--- config.mk ---
export PLATFORM = sky130hd
export DESIGN_NAME = mips_lsu_bus_master
export DESIGN_NICKNAME = d
export VERILOG_FILES = /design/src/rtl/mips_lsu_bus_master.sv
export SDC_FILE = /design/constraint.sdc
export NUM_CORES = 1
export LEC_CHECK = 0
export BUFFER_PORTS_ARGS = -buffer_cell sky130_fd_sc_hd__buf_2
export CAP_MARGIN = 20
export CORE_UTILIZATION = 50
export CTS_CLUSTER_SIZE = 20
export DETAILED_ROUTE_END_ITERATION = 8
export PLACE_DENSITY_LB_ADDON = 0.08
export RECOVER_POWER = 50
export SYNTH_ARGS = -nofsm -noshare
export SYNTH_HDL_FRONTEND = slang
export SYNTH_SLANG_ARGS = --single-unit
--- constraint.sdc ---
create_clock -name clk -period 2.75 [get_ports clk]
set_input_delay 0.275 -clock clk [delete_from_list [all_inputs] [get_ports clk]]
set_output_delay 0.275 -clock clk [all_outputs]
set_load 0.005 [all_outputs]
--- src/rtl/mips_lsu_bus_master.sv ---
// CPU-side MIPS load/store unit: one request at a time onto a word-aligned stalling bus,
// with load alignment/sign-extension, LWL/LWR merge, and a single-cycle response pulse.
module mips_lsu_bus_master #(
  parameter int unsigned WAIT_LIMIT = 16
) (
  input  logic        clk,
  input  logic        reset_n,
  input  logic        req_valid,
  output logic        req_ready,
  input  logic [3:0]  req_op,
  input  logic [31:0] req_addr,
  input  logic [31:0] req_wdata,
  input  logic [31:0] req_rt,
  output logic        resp_valid,
  output logic [31:0] resp_data,
  output logic        addr_err,
  output logic        bus_err,
  output logic [31:0] address,
  output logic        write,
  output logic        read,
  output logic [3:0]  byteenable,
  output logic [31:0] writedata,
  input  logic        waitrequest,
  input  logic [31:0] readdata
);

  localparam int unsigned CW = 32;

  localparam logic [3:0] OP_LB  = 4'd0;
  localparam logic [3:0] OP_LBU = 4'd1;
  localparam logic [3:0] OP_LH  = 4'd2;
  localparam logic [3:0] OP_LHU = 4'd3;
  localparam logic [3:0] OP_LW  = 4'd4;
  localparam logic [3:0] OP_LWL = 4'd5;
  localparam logic [3:0] OP_LWR = 4'd6;
  localparam logic [3:0] OP_SB  = 4'd8;
  localparam logic [3:0] OP_SH  = 4'd9;
  localparam logic [3:0] OP_SW  = 4'd10;

  typedef enum logic [1:0] {S_IDLE, S_REQ, S_RDWAIT, S_RESP} state_t;

  function automatic logic op_legal(input logic [3:0] op);
    case (op)
      OP_LB, OP_LBU, OP_LH, OP_LHU, OP_LW, OP_LWL, OP_LWR, OP_SB, OP_SH, OP_SW: return 1'b1;
      default: return 1'b0;
    endcase
  endfunction

  function automatic logic op_store(input logic [3:0] op);
    return (op == OP_SB) || (op == OP_SH) || (op == OP_SW);
  endfunction

  function automatic logic misaligned(input logic [3:0] op, input logic [1:0] a);
    case (op)
      OP_LH, OP_LHU, OP_SH: return a[0];
      OP_LW, OP_SW:         return |a;
      default:              return 1'b0;
    endcase
  endfunction

  function automatic logic [3:0] lane_be(input logic [3:0] op, input logic [1:0] a);
    case (op)
      OP_LB, OP_LBU, OP_SB: return 4'b0001 << a;
      OP_LH, OP_LHU, OP_SH: return a[1] ? 4'b1100 : 4'b0011;
      default:              return 4'b1111;
    endcase
  endfunction

  function automatic logic [31:0] lane_wdata(input logic [3:0] op, input logic [31:0] w);
    case (op)
      OP_SB:   return {4{w[7:0]}};
      OP_SH:   return {2{w[15:0]}};
      OP_SW:   return w;
      default: return '0;
    endcase
  endfunction

  // Extract/extend the addressed lanes, or merge with old rt for unaligned word loads.
  function automatic logic [31:0] format_load(input logic [3:0] op, input logic [1:0] a,
                                              input logic [31:0] m, input logic [31:0] r);
    logic [7:0]  b;
    logic [15:0] h;
    b = m[{a, 3'b000} +: 8];
    h = a[1] ? m[31:16] : m[15:0];
    case (op)
      OP_LB:  return {{24{b[7]}}, b};
      OP_LBU: return {24'b0, b};
      OP_LH:  return {{16{h[15]}}, h};
      OP_LHU: return {16'b0, h};
      OP_LW:  return m;
      OP_LWL: begin
        case (a)
          2'd0:    return {m[7:0], r[23:0]};
          2'd1:    return {m[15:0], r[15:0]};
          2'd2:    return {m[23:0], r[7:0]};
          default: return m;
        endcase
      end
      OP_LWR: begin
        case (a)
          2'd0:    return m;
          2'd1:    return {r[31:24], m[31:8]};
          2'd2:    return {r[31:16], m[31:16]};
          default: return {r[31:8], m[31:24]};
        endcase
      end
      default: return '0;
    endcase
  endfunction

  state_t        state, state_d;
  logic [3:0]    op_q, op_d;
  logic [1:0]    a_q, a_d;
  logic [31:0]   rt_q, rt_d;
  logic [31:0]   data_q, data_d;
  logic          ae_q, ae_d;
  logic          be_q, be_d;
  logic [CW-1:0] wait_cnt, wait_cnt_d;
  logic          req_ready_d, resp_valid_d, addr_err_d, bus_err_d;
  logic [31:0]   resp_data_d, address_d, writedata_d;
  logic          write_d, read_d;
  logic [3:0]    byteenable_d;

  always_ff @(posedge clk or negedge reset_n) begin
    if (!reset_n) begin
      state      <= S_IDLE;
      op_q       <= '0;
      a_q        <= '0;
      rt_q       <= '0;
      data_q     <= '0;
      ae_q       <= 1'b0;
      be_q       <= 1'b0;
      wait_cnt   <= '0;
      req_ready  <= 1'b1;
      resp_valid <= 1'b0;
      resp_data  <= '0;
      addr_err   <= 1'b0;
      bus_err    <= 1'b0;
      address    <= '0;
      write      <= 1'b0;
      read       <= 1'b0;
      byteenable <= '0;
      writedata  <= '0;
    end else begin
      state      <= state_d;
      op_q       <= op_d;
      a_q        <= a_d;
      rt_q       <= rt_d;
      data_q     <= data_d;
      ae_q       <= ae_d;
      be_q       <= be_d;
      wait_cnt   <= wait_cnt_d;
      req_ready  <= req_ready_d;
      resp_valid <= resp_valid_d;
      resp_data  <= resp_data_d;
      addr_err   <= addr_err_d;
      bus_err    <= bus_err_d;
      address    <= address_d;
      write      <= write_d;
      read       <= read_d;
      byteenable <= byteenable_d;
      writedata  <= writedata_d;
    end
  end

  // Next-state and next-output logic; bus fields are cleared whenever the strobe drops.
  always_comb begin
    state_d      = state;
    op_d         = op_q;
    a_d          = a_q;
    rt_d         = rt_q;
    data_d       = data_q;
    ae_d         = ae_q;
    be_d         = be_q;
    wait_cnt_d   = wait_cnt;
    resp_valid_d = 1'b0;
    resp_data_d  = '0;
    addr_err_d   = 1'b0;
    bus_err_d    = 1'b0;
    address_d    = address;
    write_d      = write;
    read_d       = read;
    byteenable_d = byteenable;
    writedata_d  = writedata;

    case (state)
      S_IDLE: begin
        if (req_valid && req_ready) begin
          op_d       = req_op;
          a_d        = req_addr[1:0];
          rt_d       = req_rt;
          data_d     = '0;
          ae_d       = 1'b0;
          be_d       = 1'b0;
          wait_cnt_d = '0;
          if (!op_legal(req_op) || misaligned(req_op, req_addr[1:0])) begin
            ae_d    = 1'b1;
            state_d = S_RESP;
          end else begin
            state_d      = S_REQ;
            write_d      = op_store(req_op);
            read_d       = !op_store(req_op);
            address_d    = {req_addr[31:2], 2'b00};
            byteenable_d = lane_be(req_op, req_addr[1:0]);
            writedata_d  = lane_wdata(req_op, req_wdata);
          end
        end
      end
      S_REQ: begin
        if (!waitrequest || ((WAIT_LIMIT != 0) && (wait_cnt + CW'(1) == CW'(WAIT_LIMIT)))) begin
          be_d         = waitrequest;
          state_d      = (waitrequest || write) ? S_RESP : S_RDWAIT;
          write_d      = 1'b0;
          read_d       = 1'b0;
          address_d    = '0;
          byteenable_d = '0;
          writedata_d  = '0;
        end else begin
          wait_cnt_d = wait_cnt + CW'(1);
        end
      end
      S_RDWAIT: begin
        data_d  = format_load(op_q, a_q, readdata, rt_q);
        state_d = S_RESP;
      end
      S_RESP: begin
        resp_valid_d = 1'b1;
        resp_data_d  = data_q;
        addr_err_d   = ae_q;
        bus_err_d    = be_q;
        state_d      = S_IDLE;
      end
      default: state_d = S_IDLE;
    endcase

    req_ready_d = (state_d == S_IDLE);
  end

endmodule

==> reports/metrics.cfg, run 1 <==
[run_status]
run_status = complete, but fails checks
violations = capacitance limit, slew limit, setup timing

[setup_path]
required_ps = 3130
end_kind = register
r2r-end = writedata[28]
crit_top_cell = buf_6
arrival_ps = 3160
setup.worst_path.start = wait_cnt[1]
startpoint_type = register
r2r-start = wait_cnt[1]
cp_top_family = compound AO/OA/AOI/OAI gates
rr_worst_depth = 14
critPathCapture = writedata[28]
cp_cell_sequence = buf_6, nand4_1, buf_6, nor2_4, buf_12, buf_4, nand3_1, nand2_1, a211o_1, o31ai_4, buf_6, a21oi_4, clkbuf_16, o2bb2ai_1
slowest_delay_ps = 430
crit_path_max_fanout = 16
r2r_slack_ps = -20
path_depth = 14
critPathKind = reg2reg
slowest_stage = dfrtp_1
cp.buffers_inverters = 6

[sta]
rsz0062_at_grt = yes
fin_skew_ps = 10.6
slew_viol_final = 75
hold_violations = 0
finalCriticalPeriod_ps = 2770
worstMarginPinSlew_ps = 1970
setup_ws_ps = -23.3
setup_viol = 29
fmax_mhz = 361
tns_ps = -314
finalCritPeriodShare_pct = 101
relSlewSlack_pct = -31.6

[die]
io_pins = 242
dieHeight_um = 149
coreArea_um2 = 21200
rows = 53
die_area_um2 = 22300
die_w_um = 149
start_util_pct = 51.4

[placement]
dp_slack_ps = -259
gp_congestion = 0.929
place_hpwl_mm = 22.9
numPortBuffers = 239

[cts]
clock-sinks = 210
cts_buffer_depth = 3
h-tree-depth = 1
cts_tree = built
numCtsBuffers = 24
clockRootBuffer = clkbuf_16
path_clk_slew_ps = 60
clk_latency_ps = 510

[synth]
avgSynthCellArea_um2 = 9.22
yosys-top-cells-count = 209 x dfrtp_1, 163 x nand2_1, 137 x nor2_1
synth_seq_area_share_pct = 48.3
synthArstFlopShare_pct = 100
synthDominantCellAreaShare_pct = 48.1
yosysMostFrequentCell = dfrtp_1
synth_area_um2 = 10900
yosys_warnings = 0
ys_ff_latch = 210
synth_edf_count = 0
synthFlopType = dfrtp_1
synth_cell_types = 67
syn_inst = 1179
ys_top_cells_by_area = dfrtp_1 48%, nand2_1 5.6%, nor2_1 4.7%, mux2i_1 3.2%, a21oi_1 2.8%
yosys.area.top_type = dfrtp_1

[cells_and_area]
fin_nets = 1624
area_delta_synth_final_pct = 32.7
drive_gt1_share_pct = 28.9

[drt]
wl_per_cell_um = 18.8
firstDrtPassIters = 6
drc_errors = 0
drt_iter0_drc = 779
route.vias.total = 10300
drt.antenna.violating_nets = 0
drt-vias-per-instance = 5.80
routed_wl_mm = 33.5

[global_route]
grt_overflow = 0
grt_max_degree = 76
antenna_found_initial = 1
grt_pass1_wl_mm = 53.4
grt_pass1_vias = 9730
grt_use_total_pct = 30.4

[power_and_ir_drop]
p_total_mw = 12.6
power.leakage_nw = 7.30
power.density_nw_per_um2 = 876
vdd_drop_max_v = 0.000532

[job]
timing.max_cap.violations = 1

[hold_path]
whs_path_depth = 3
min_path_type = in2reg

[routing by layer]
metal	GRT usage, %	wire length [um]
met5	0	0
met4	7.91	811
met3	5.58	2670
met2	45.4	14800
met1	45.3	15200
[metrics by stage]
step	cells	util [%]	area (um^2)	hold WS, ps
2_1_floorplan	1180	-	10900	-20.6
5_1_grt	1779	68.2	14400	8.43
4_1_cts	1770	67.0	14200	4.36
6_report	1779	68.2	14400	19.6
3_5_place_dp	1687	60.9	12900	339
3_3_place_gp	1687	60.9	12900	336
[registers in the layout, summed over array words and instances, names as in the netlist, 2 cells and up]
| signal | cells |
|---|---|
| address | 30 |
| state | 2 |
| op_q | 4 |
| wait_cnt | 32 |
| writedata | 32 |
| byteenable | 4 |
| data_q | 32 |
| resp_data | 32 |
| rt_q | 32 |
| a_q | 2 |
[cell usage in the layout (no fill, tap or decap), drive strengths merged, types with 3 or more instances in the layout]
cell type / n
o31ai: 9
o21ai: 27
clkbuf: 38
nand3b: 3
nand2b: 7
and3: 44
xnor2: 6
a222oi: 8
mux2: 11
o2bb2ai: 25
inv: 6
and4: 7
nand3: 28
or2: 3
nor3: 53
dlygate4sd3: 31
a31oi: 10
a211oi: 23
nor2: 139
a22oi: 25
a311oi: 7
dfrtp: 209
o221ai: 11
nor4: 8
mux2i: 35
a21o: 20
nand2: 163
xor2: 11
o211ai: 3
a221o: 12
nor2b: 25
clkinv: 8
and2: 8
a221oi: 5
buf: 343
a22o: 24
nand4: 17
a211o: 6
a21oi: 61
[worst min-delay path by stage]
| stage | start | end |
|---|---|---|
| 2_1_floorplan | reset_n | a_q[0] |
| 3_3_place_gp | reset_n | wait_cnt[19] |
| 3_5_place_dp | reset_n | wait_cnt[19] |
| 4_1_cts | req_rt[28] | rt_q[28] |
| 5_1_grt | req_rt[28] | rt_q[28] |
| 6_report | req_rt[28] | rt_q[28] |
[report_power, final]
| group | total, mW | leakage (nW) | switching [mW] | internal, mW |
|---|---|---|---|---|
| logic | 4.88 | 4.10 | 2.79 | 2.10 |
| registers | 4.57 | 2.80 | 0.708 | 3.87 |
| clock network | 3.18 | 0.397 | 1.26 | 1.92 |
[final cells by class]
cell class | instances | area, um^2
clock buffers | 31 | 678
repair buffers | 382 | 2560
fillers | 1748 | 6720
inverters | 5 | 18.8
clock inverters | 11 | 113
multi-input cells | 864 | 5460
diodes | 1 | 2.50
flip-flops and latches | 210 | 5260
well taps | 275 | 344
[worst reg2reg max path, stage by stage, from the launching register on]
cell and delay [ps]:
dfrtp_1 430, buf_6 150, nand4_1 100, buf_6 130
nor2_4 50, buf_12 130, buf_4 130, nand3_1 110
nand2_1 90, a211o_1 370, o31ai_4 360, buf_6 160
a21oi_4 100, clkbuf_16 210, o2bb2ai_1 130
[kinds of logic after synthesis]
logic type,share of synthesized area [%]
and+or+nand+nor,22.3
AOI/OAI and AO/OA,19.5
DFF,48.3
buffers and inverters,3.98
muxes,4.36
xor gates and xnor gates,1.37
adders and majority gates,0.115
other,0.0345
[what timing repair did]
item,4_1_cts,5_1_grt
gates resized for setup,18,23
setup endpoints to repair,100,97
hold endpoints to repair,100,0
gates cloned,1,3
hold buffers,31,0
setup buffers,9,5
pin swaps,8,9
Note: power is estimated with default switching activity, not from simulation.
==> run 2: changes to the inputs <==
--- a/config.mk
+++ b/config.mk
@@ -8,6 +8,7 @@
 export BUFFER_PORTS_ARGS = -buffer_cell sky130_fd_sc_hd__buf_2
 export CAP_MARGIN = 20
 export CORE_UTILIZATION = 50
+export CTS_BUF_LIST = sky130_fd_sc_hd__clkbuf_8 sky130_fd_sc_hd__clkbuf_16
 export CTS_CLUSTER_SIZE = 20
 export DETAILED_ROUTE_END_ITERATION = 8
 export PLACE_DENSITY_LB_ADDON = 0.08
==> constraint.sdc (replaced) <==
create_clock -name clk -period 2.75 [get_ports clk]
set_input_delay 0.4125 -clock clk [delete_from_list [all_inputs] [get_ports clk]]
set_output_delay 0.4125 -clock clk [all_outputs]
set_load 0.005 [all_outputs]
==> reports/metrics.cfg, run 2 (synthesis gave the netlist of run 1 again) <==
[run_status]
run_status = complete, but fails checks  ; unchanged
violations = capacitance limit, slew limit, setup timing  ; unchanged

[placement]
numPortBuffers = 239  ; unchanged
gp_congestion = 0.924  ; was 0.929
dp.cells = 1687  ; unchanged
place_hpwl_mm = 23.3  ; was 22.9 mm

[sta]
tns_ps = -2260  ; was -314 ps
relSlewSlack_pct = -44.2  ; was -31.6%
setup_viol = 68  ; was 29
rsz0062_at_grt = yes  ; unchanged
fin_skew_ps = 26.1  ; was 10.6 ps
finalCriticalPeriod_ps = 2830  ; was 2770 ps
setup_ws_ps = -79.9  ; was -23.3 ps
slew_viol_final = 84  ; was 75
fmax_mhz = 353  ; was 361 MHz
worstMarginPinSlew_ps = 2160  ; was 1970 ps
finalCritPeriodShare_pct = 103  ; was 101%
hold_violations = 0  ; unchanged

[cts]
h-tree-depth = 1  ; unchanged
path_clk_slew_ps = 60  ; about the same
clock-sinks = 210  ; unchanged
clockRootBuffer = clkbuf_16  ; unchanged
cts_buffer_depth = 3  ; unchanged
cts_tree = built  ; unchanged
numCtsBuffers = 24  ; unchanged
clk_latency_ps = 530  ; was 510 ps

[power_and_ir_drop]
vdd_drop_max_v = 0.000582  ; was 0.000532 V
power.leakage_nw = 7.35  ; was 7.30 nW
power.density_nw_per_um2 = 916  ; was 876 nW/um^2

[setup_path]
startpoint_type = register  ; unchanged
critPathKind = reg2reg  ; unchanged
required_ps = 3200  ; was 3130 ps
end_kind = register  ; unchanged
slowest_delay_ps = 420  ; was 430 ps
cp_top_family = compound AO/OA/AOI/OAI gates  ; unchanged
slowest_stage = dfrtp_1  ; unchanged
crit_path_max_fanout = 5  ; was 16
arrival_ps = 3280  ; was 3160 ps
cp_cell_sequence = buf_6, nand4_1, buf_6, nor4_4, and4_1, o22a_1, nand4_1, buf_4, o31a_4, a21oi_4, buf_12, clkbuf_16, a221o_1  ; was buf_6, nand4_1, buf_6, nor2_4, buf_12, buf_4, nand3_1, nand2_1, a211o_1, o31ai_4, buf_6, a21oi_4, clkbuf_16, o2bb2ai_1
cp.buffers_inverters = 5  ; was 6

[global_route]
grt_pass1_vias = 9655  ; was 9730
grt_pass1_wl_mm = 52.9  ; was 53.4 mm
grt_overflow = 0  ; unchanged
antenna_found_initial = 0  ; was 1
grt_use_total_pct = 30.1  ; was 30.4%
grt_max_degree = 84  ; was 76

[cells_and_area]
mostFrequentLayoutCells = 238 x buf_2, 207 x dfrtp_1, 162 x nand2_1  ; was 236 x buf_2, 207 x dfrtp_1, 162 x nand2_1
area_delta_synth_final_pct = 34.3  ; was 32.7%
final_cells = 1764  ; was 1779
fin_nets = 1608  ; was 1624
final_common_cell = buf_2  ; unchanged
drive_gt1_share_pct = 32.1  ; was 28.9%

[die]
io_pins = 242  ; unchanged
rows = 53  ; unchanged
die_w_um = 149  ; unchanged
dieHeight_um = 149  ; unchanged
coreArea_um2 = 21200  ; unchanged
start_util_pct = 51.4  ; unchanged
die_area_um2 = 22300  ; unchanged

[drt]
route.vias.total = 10500  ; was 10300
firstDrtPassIters = 5  ; was 6
drc_errors = 0  ; unchanged
drt-vias-per-instance = 5.94  ; was 5.80
drt_iter0_drc = 767  ; was 779
wl_per_cell_um = 19.7  ; was 18.8 um
routed_wl_mm = 34.7  ; was 33.5 mm
drt.antenna.violating_nets = 0  ; unchanged

[job]
timing.max_cap.violations = 1  ; unchanged

[hold_path]
min_path_type = in2reg  ; unchanged

==> run 2: cell types whose count changed in the layout (fill, tap and decap cells not counted), moves of 5 or more <==
cell	delta
clkbuf_1	-5
dlygate4sd3_1	-30
nor3_1	-26
nor3_2	+19
nor3_4	+7
o2bb2ai_1	+8
==> run 2: metal layers <==
layer  GRT usage [%]  part of all wire (%)
met5               0                     0
met2            44.7                    45
met3            5.06                   7.8
met4            8.37                   2.5
met1            45.0                    45
==> run 2: path summary, 6_finish.rpt <==
| path | start | end | slack, ps | cells past startpoint |
|---|---|---|---|---|
| worst max-delay path | wait_cnt[0] | wait_cnt[25] | -80 | 13 |
| worst min-delay path | req_rt[16] | rt_q[16] | 70 | 3 |
| worst max register to register | wait_cnt[0] | wait_cnt[25] | -80 | 13 |
| worst min register to register | data_q[28] | data_q[28] | 470 | 1 |
| max in group asynchronous | reset_n | a_q[1] | 250 | 3 |
| min in group asynchronous | reset_n | wait_cnt[20] | 1040 | 2 |
==> run 2: power by group <==
group / switching [mW] / leakage [nW] / internal (mW)
clock network: 1.32 / 0.449 / 2.27
logic: 2.98 / 4.10 / 2.26
registers: 0.683 / 2.80 / 3.87
==> run 2: worst reg2reg max path: stages, from the launching register on <==
cell and delay (ps):
dfrtp_1 420, buf_6 140, nand4_1 110, buf_6 160
nor4_4 190, and4_1 240, o22a_1 140, nand4_1 190
buf_4 200, o31a_4 370, a21oi_4 160, buf_12 150
clkbuf_16 150, a221o_1 140
==> run 2: cell type report <==
cell class | instances | area, um^2
multi-input combinational | 864 | 5580
clock inverter | 15 | 246
inverter | 5 | 18.8
clock buffer | 28 | 656
fill | 1722 | 6550
antenna | 1 | 2.50
sequential | 210 | 5260
timing repair buffer | 366 | 2490
tap | 275 | 344
==> run 2: per-stage QoR <==
| stage | utilization, % | power, mW | hold WS (ps) | setup slack (ps) | instance area [um^2] |
|---|---|---|---|---|---|
| after floorplan | - | 7.25 | 117 | 3.15 | 10900 |
| after global placement | 61.0 | 9.00 | 454 | -157 | 12900 |
| after CTS | 66.3 | 12.8 | 51.5 | -64.2 | 14000 |
| after global routing | 69.0 | 14.1 | 62.4 | -208 | 14600 |
| after detailed placement | 61.0 | 9.10 | 461 | -221 | 12900 |
| final | 69.0 | 13.4 | 65.7 | -79.9 | 14600 |
==> run 2: timing repair <==
action                                  CTS  global route
endpoints found under the hold margin    77             0
setup buffers                            10            12
gates resized for setup                  24            58
cloned                                    1            10
pin swaps                                10            37
hold buffers                              1             0
endpoints found under the setup margin  100            99
==> run 3: changes to the inputs <==
--- a/config.mk
+++ b/config.mk
@@ -11,6 +11,7 @@
 export CTS_BUF_LIST = sky130_fd_sc_hd__clkbuf_8 sky130_fd_sc_hd__clkbuf_16
 export CTS_CLUSTER_SIZE = 20
 export DETAILED_ROUTE_END_ITERATION = 8
+export GPL_TIMING_DRIVEN = 0
 export PLACE_DENSITY_LB_ADDON = 0.08
 export RECOVER_POWER = 50
 export SYNTH_ARGS = -nofsm -noshare
==> reports/metrics.cfg, run 3 (synthesis gave the netlist of run 1 again) <==
[power_and_ir_drop]
power.density_nw_per_um2 = 896  ; was 916 nW/um^2
internal_power_mw = 7.75  ; was 8.39 mW
switching_power_mw = 5.20  ; was 4.98 mW
vdd_drop_max_v = 0.000489  ; was 0.000582 V
p_total_mw = 12.9  ; was 13.4 mW
comb_power_share_pct = 41.6  ; was 39.1%
power_frac_clock_pct = 24.3  ; was 26.8%
p_seq_share_pct = 34.1  ; was 34.0%
power.leakage_nw = 7.01  ; was 7.35 nW
swShare_pct = 40.2  ; was 37.2%

[placement]
numPortBuffers = 238  ; was 239
dp_slack_ps = -784  ; was -221 ps
gp_congestion = 0.992  ; was 0.924
place_hpwl_mm = 25.2  ; was 23.3 mm
dp.cells = 1694  ; was 1687

[setup_path]
critPathKind = reg2reg  ; unchanged
required_ps = 3150  ; was 3200 ps
cp.buffers_inverters = 5  ; unchanged
r2r-start = wait_cnt[9]  ; was wait_cnt[0]
r2r_slack_ps = -110  ; was -80 ps
end_kind = register  ; unchanged
arrival_ps = 3260  ; was 3280 ps
cp_top_family = compound AO/OA/AOI/OAI gates  ; unchanged
slowest_delay_ps = 340  ; was 420 ps
startpoint_type = register  ; unchanged
crit_path_max_fanout = 5  ; unchanged
r2r-end = wait_cnt[16]  ; was wait_cnt[25]
slowest_stage = dfrtp_1  ; unchanged
crit_top_cell = buf_6
rr_worst_depth = 13  ; unchanged
cp_cell_sequence = buf_6, nand4_4, buf_4, nor2_1, nand3_2, a211oi_2, nand4_1, o31ai_4, buf_6, buf_6, buf_8, nor4_1, a221o_1  ; was buf_6, nand4_1, buf_6, nor4_4, and4_1, o22a_1, nand4_1, buf_4, o31a_4, a21oi_4, buf_12, clkbuf_16, a221o_1

[die]
rows = 53  ; unchanged
die_w_um = 149  ; unchanged
io_pins = 242  ; unchanged
die_area_um2 = 22300  ; unchanged
start_util_pct = 51.4  ; unchanged
coreArea_um2 = 21200  ; unchanged
dieHeight_um = 149  ; unchanged

[hold_path]
min_from = req_rt[16]  ; unchanged
hold_end = rt_q[16]  ; unchanged
whs_path_depth = 3  ; unchanged
min_path_type = in2reg  ; unchanged

[sta]
finalCritPeriodShare_pct = 104  ; was 103%
setup_viol = 71  ; was 68
slew_viol_final = 0  ; was 84
setup_ws_ps = -113  ; was -79.9 ps
fin_skew_ps = 10.7  ; was 26.1 ps
finalCriticalPeriod_ps = 2860  ; was 2830 ps
hold_ws_ps = 77.2  ; was 65.7 ps
relSlewSlack_pct = 8.31  ; was -44.2%
worstMarginPinSlew_ps = 1380  ; was 2160 ps
hold_violations = 0  ; unchanged
rsz0062_at_grt = yes  ; unchanged
fmax_mhz = 349  ; was 353 MHz

[global_route]
antenna_found_initial = 0  ; unchanged
grt_pass1_vias = 10300  ; was 9655
grt_max_degree = 111  ; was 84
grt_pass1_wl_mm = 57.3  ; was 52.9 mm
grt_overflow = 0  ; unchanged
grt_use_total_pct = 33.2  ; was 30.1%

[cells_and_area]
final_cells = 1807  ; was 1764
antenna_cells = 0  ; was 1
area_delta_synth_final_pct = 32.9  ; was 34.3%
post-route-util_pct = 68.3  ; was 69.0%
mostFrequentLayoutCells = 199 x dfrtp_1, 180 x buf_2, 163 x nand2_1  ; was 238 x buf_2, 207 x dfrtp_1, 162 x nand2_1
final_common_cell = dfrtp_1  ; was buf_2
fill_cells = 1710  ; was 1722
drive_gt1_share_pct = 26.6  ; was 32.1%
fin_nets = 1652  ; was 1608

[drt]
drc_errors = 0  ; unchanged
firstDrtPassIters = 7  ; was 5
route.vias.total = 10900  ; was 10500
drt.antenna.violating_nets = 0  ; unchanged
routed_wl_mm = 38.0  ; was 34.7 mm
drt_iter0_drc = 959  ; was 767
drt-vias-per-instance = 6.04  ; was 5.94
wl_per_cell_um = 21.0  ; was 19.7 um

[cts]
numCtsBuffers = 23  ; was 24
cts_buffer_depth = 3  ; unchanged
path_clk_slew_ps = 60  ; about the same
clockRootBuffer = clkbuf_16  ; unchanged
h-tree-depth = 1  ; unchanged
clk_latency_ps = 520  ; was 530 ps
cts_tree = built  ; unchanged
clock-sinks = 210  ; unchanged

[run_status]
run_status = complete, but fails checks  ; unchanged
violations = setup timing  ; was capacitance limit, slew limit, setup timing

[job]
timing.max_cap.violations = 0  ; was 1

## run 3: changes by cell type in the layout (fill, tap and decap cells not counted), moves of 13 or more
| cell | before | now |
|---|---|---|
| clkbuf_1 | 0 | 112 |
| buf_2 | 238 | 180 |
| o2bb2ai_1 | 25 | 10 |
| buf_6 | 14 | 31 |
| buf_4 | 89 | 53 |
| clkbuf_2 | 1 | 14 |
| nor3_1 | 24 | 47 |
| nor3_2 | 21 | 5 |
## run 3: power groups by stage
stage	registers [mW]	logic, mW	clock network, mW
final	4.42	5.39	3.14
after global routing	4.48	5.82	3.32
after global placement	4.39	4.63	0
after detailed placement	4.39	4.71	0
after floorplan	4.29	2.96	0
after CTS	4.37	5.05	3.18
## run 3: how the worst max path moves through the flow
stage | from | cells after the start | end | slack [ps]
final | wait_cnt[9] | 13 | wait_cnt[16] | -110
after global routing | wait_cnt[4] | 15 | wait_cnt[4] | -220
after CTS | wait_cnt[10] | 13 | wait_cnt[16] | -20
after detailed placement | wait_cnt[4] | 11 | writedata[19] | -780
after global placement | reset_n | 1 | address[21] | -2280
after floorplan | wait_cnt[6] | 11 | wait_cnt[18] | 3
## run 3: worst register-to-register path: cells and delay by family, from the launching register on
family / cells / cell delay (ps)
simple gates: 5 / 840
buf+inv: 5 / 700
compound gates: 3 / 850
flops: 1 / 340
## run 3: per-layer routing
layer	vias to the layer above	wire, um	part of all wire, %	global-route usage, %
li1	4957	-	-	-
met1	5270	16100	42	47.1
met2	594	17000	45	51.0
met3	100	3580	9.4	6.40
met4	0	1240	3.3	10.7
met5	-	0	0	0
## run 3: area by class of cell
class                   count  area (um^2)  area share (%)
well taps                 275          344            2.38
inverters                   5         18.8           0.130
clock buffers              27          631            4.36
repair buffers            313         1850            12.8
multi-input cells         864         5620            38.9
flip-flops and latches    210         5270            36.5
plain buffers              98          582            4.03
clock inverters            15          140           0.970
## run 3: per-stage QoR
step / TNS [ps] / area [um^2]
final: -2760 / 14500
after global placement: -535770 / 12500
after detailed placement: -67090 / 12500
after CTS: -21.9 / 13900
after global routing: -12840 / 14500
after floorplan: 0 / 10900
## run 3: what timing repair did
action | in CTS | in global routing
resized for setup | 89 | 78
endpoints found under the setup margin | 131 | 119
gates cloned | 3 | 4
buffers inserted | 36 | 30
pin swaps | 23 | 23
hold buffers | 1 | 0
endpoints found under the hold margin | 99 | 0
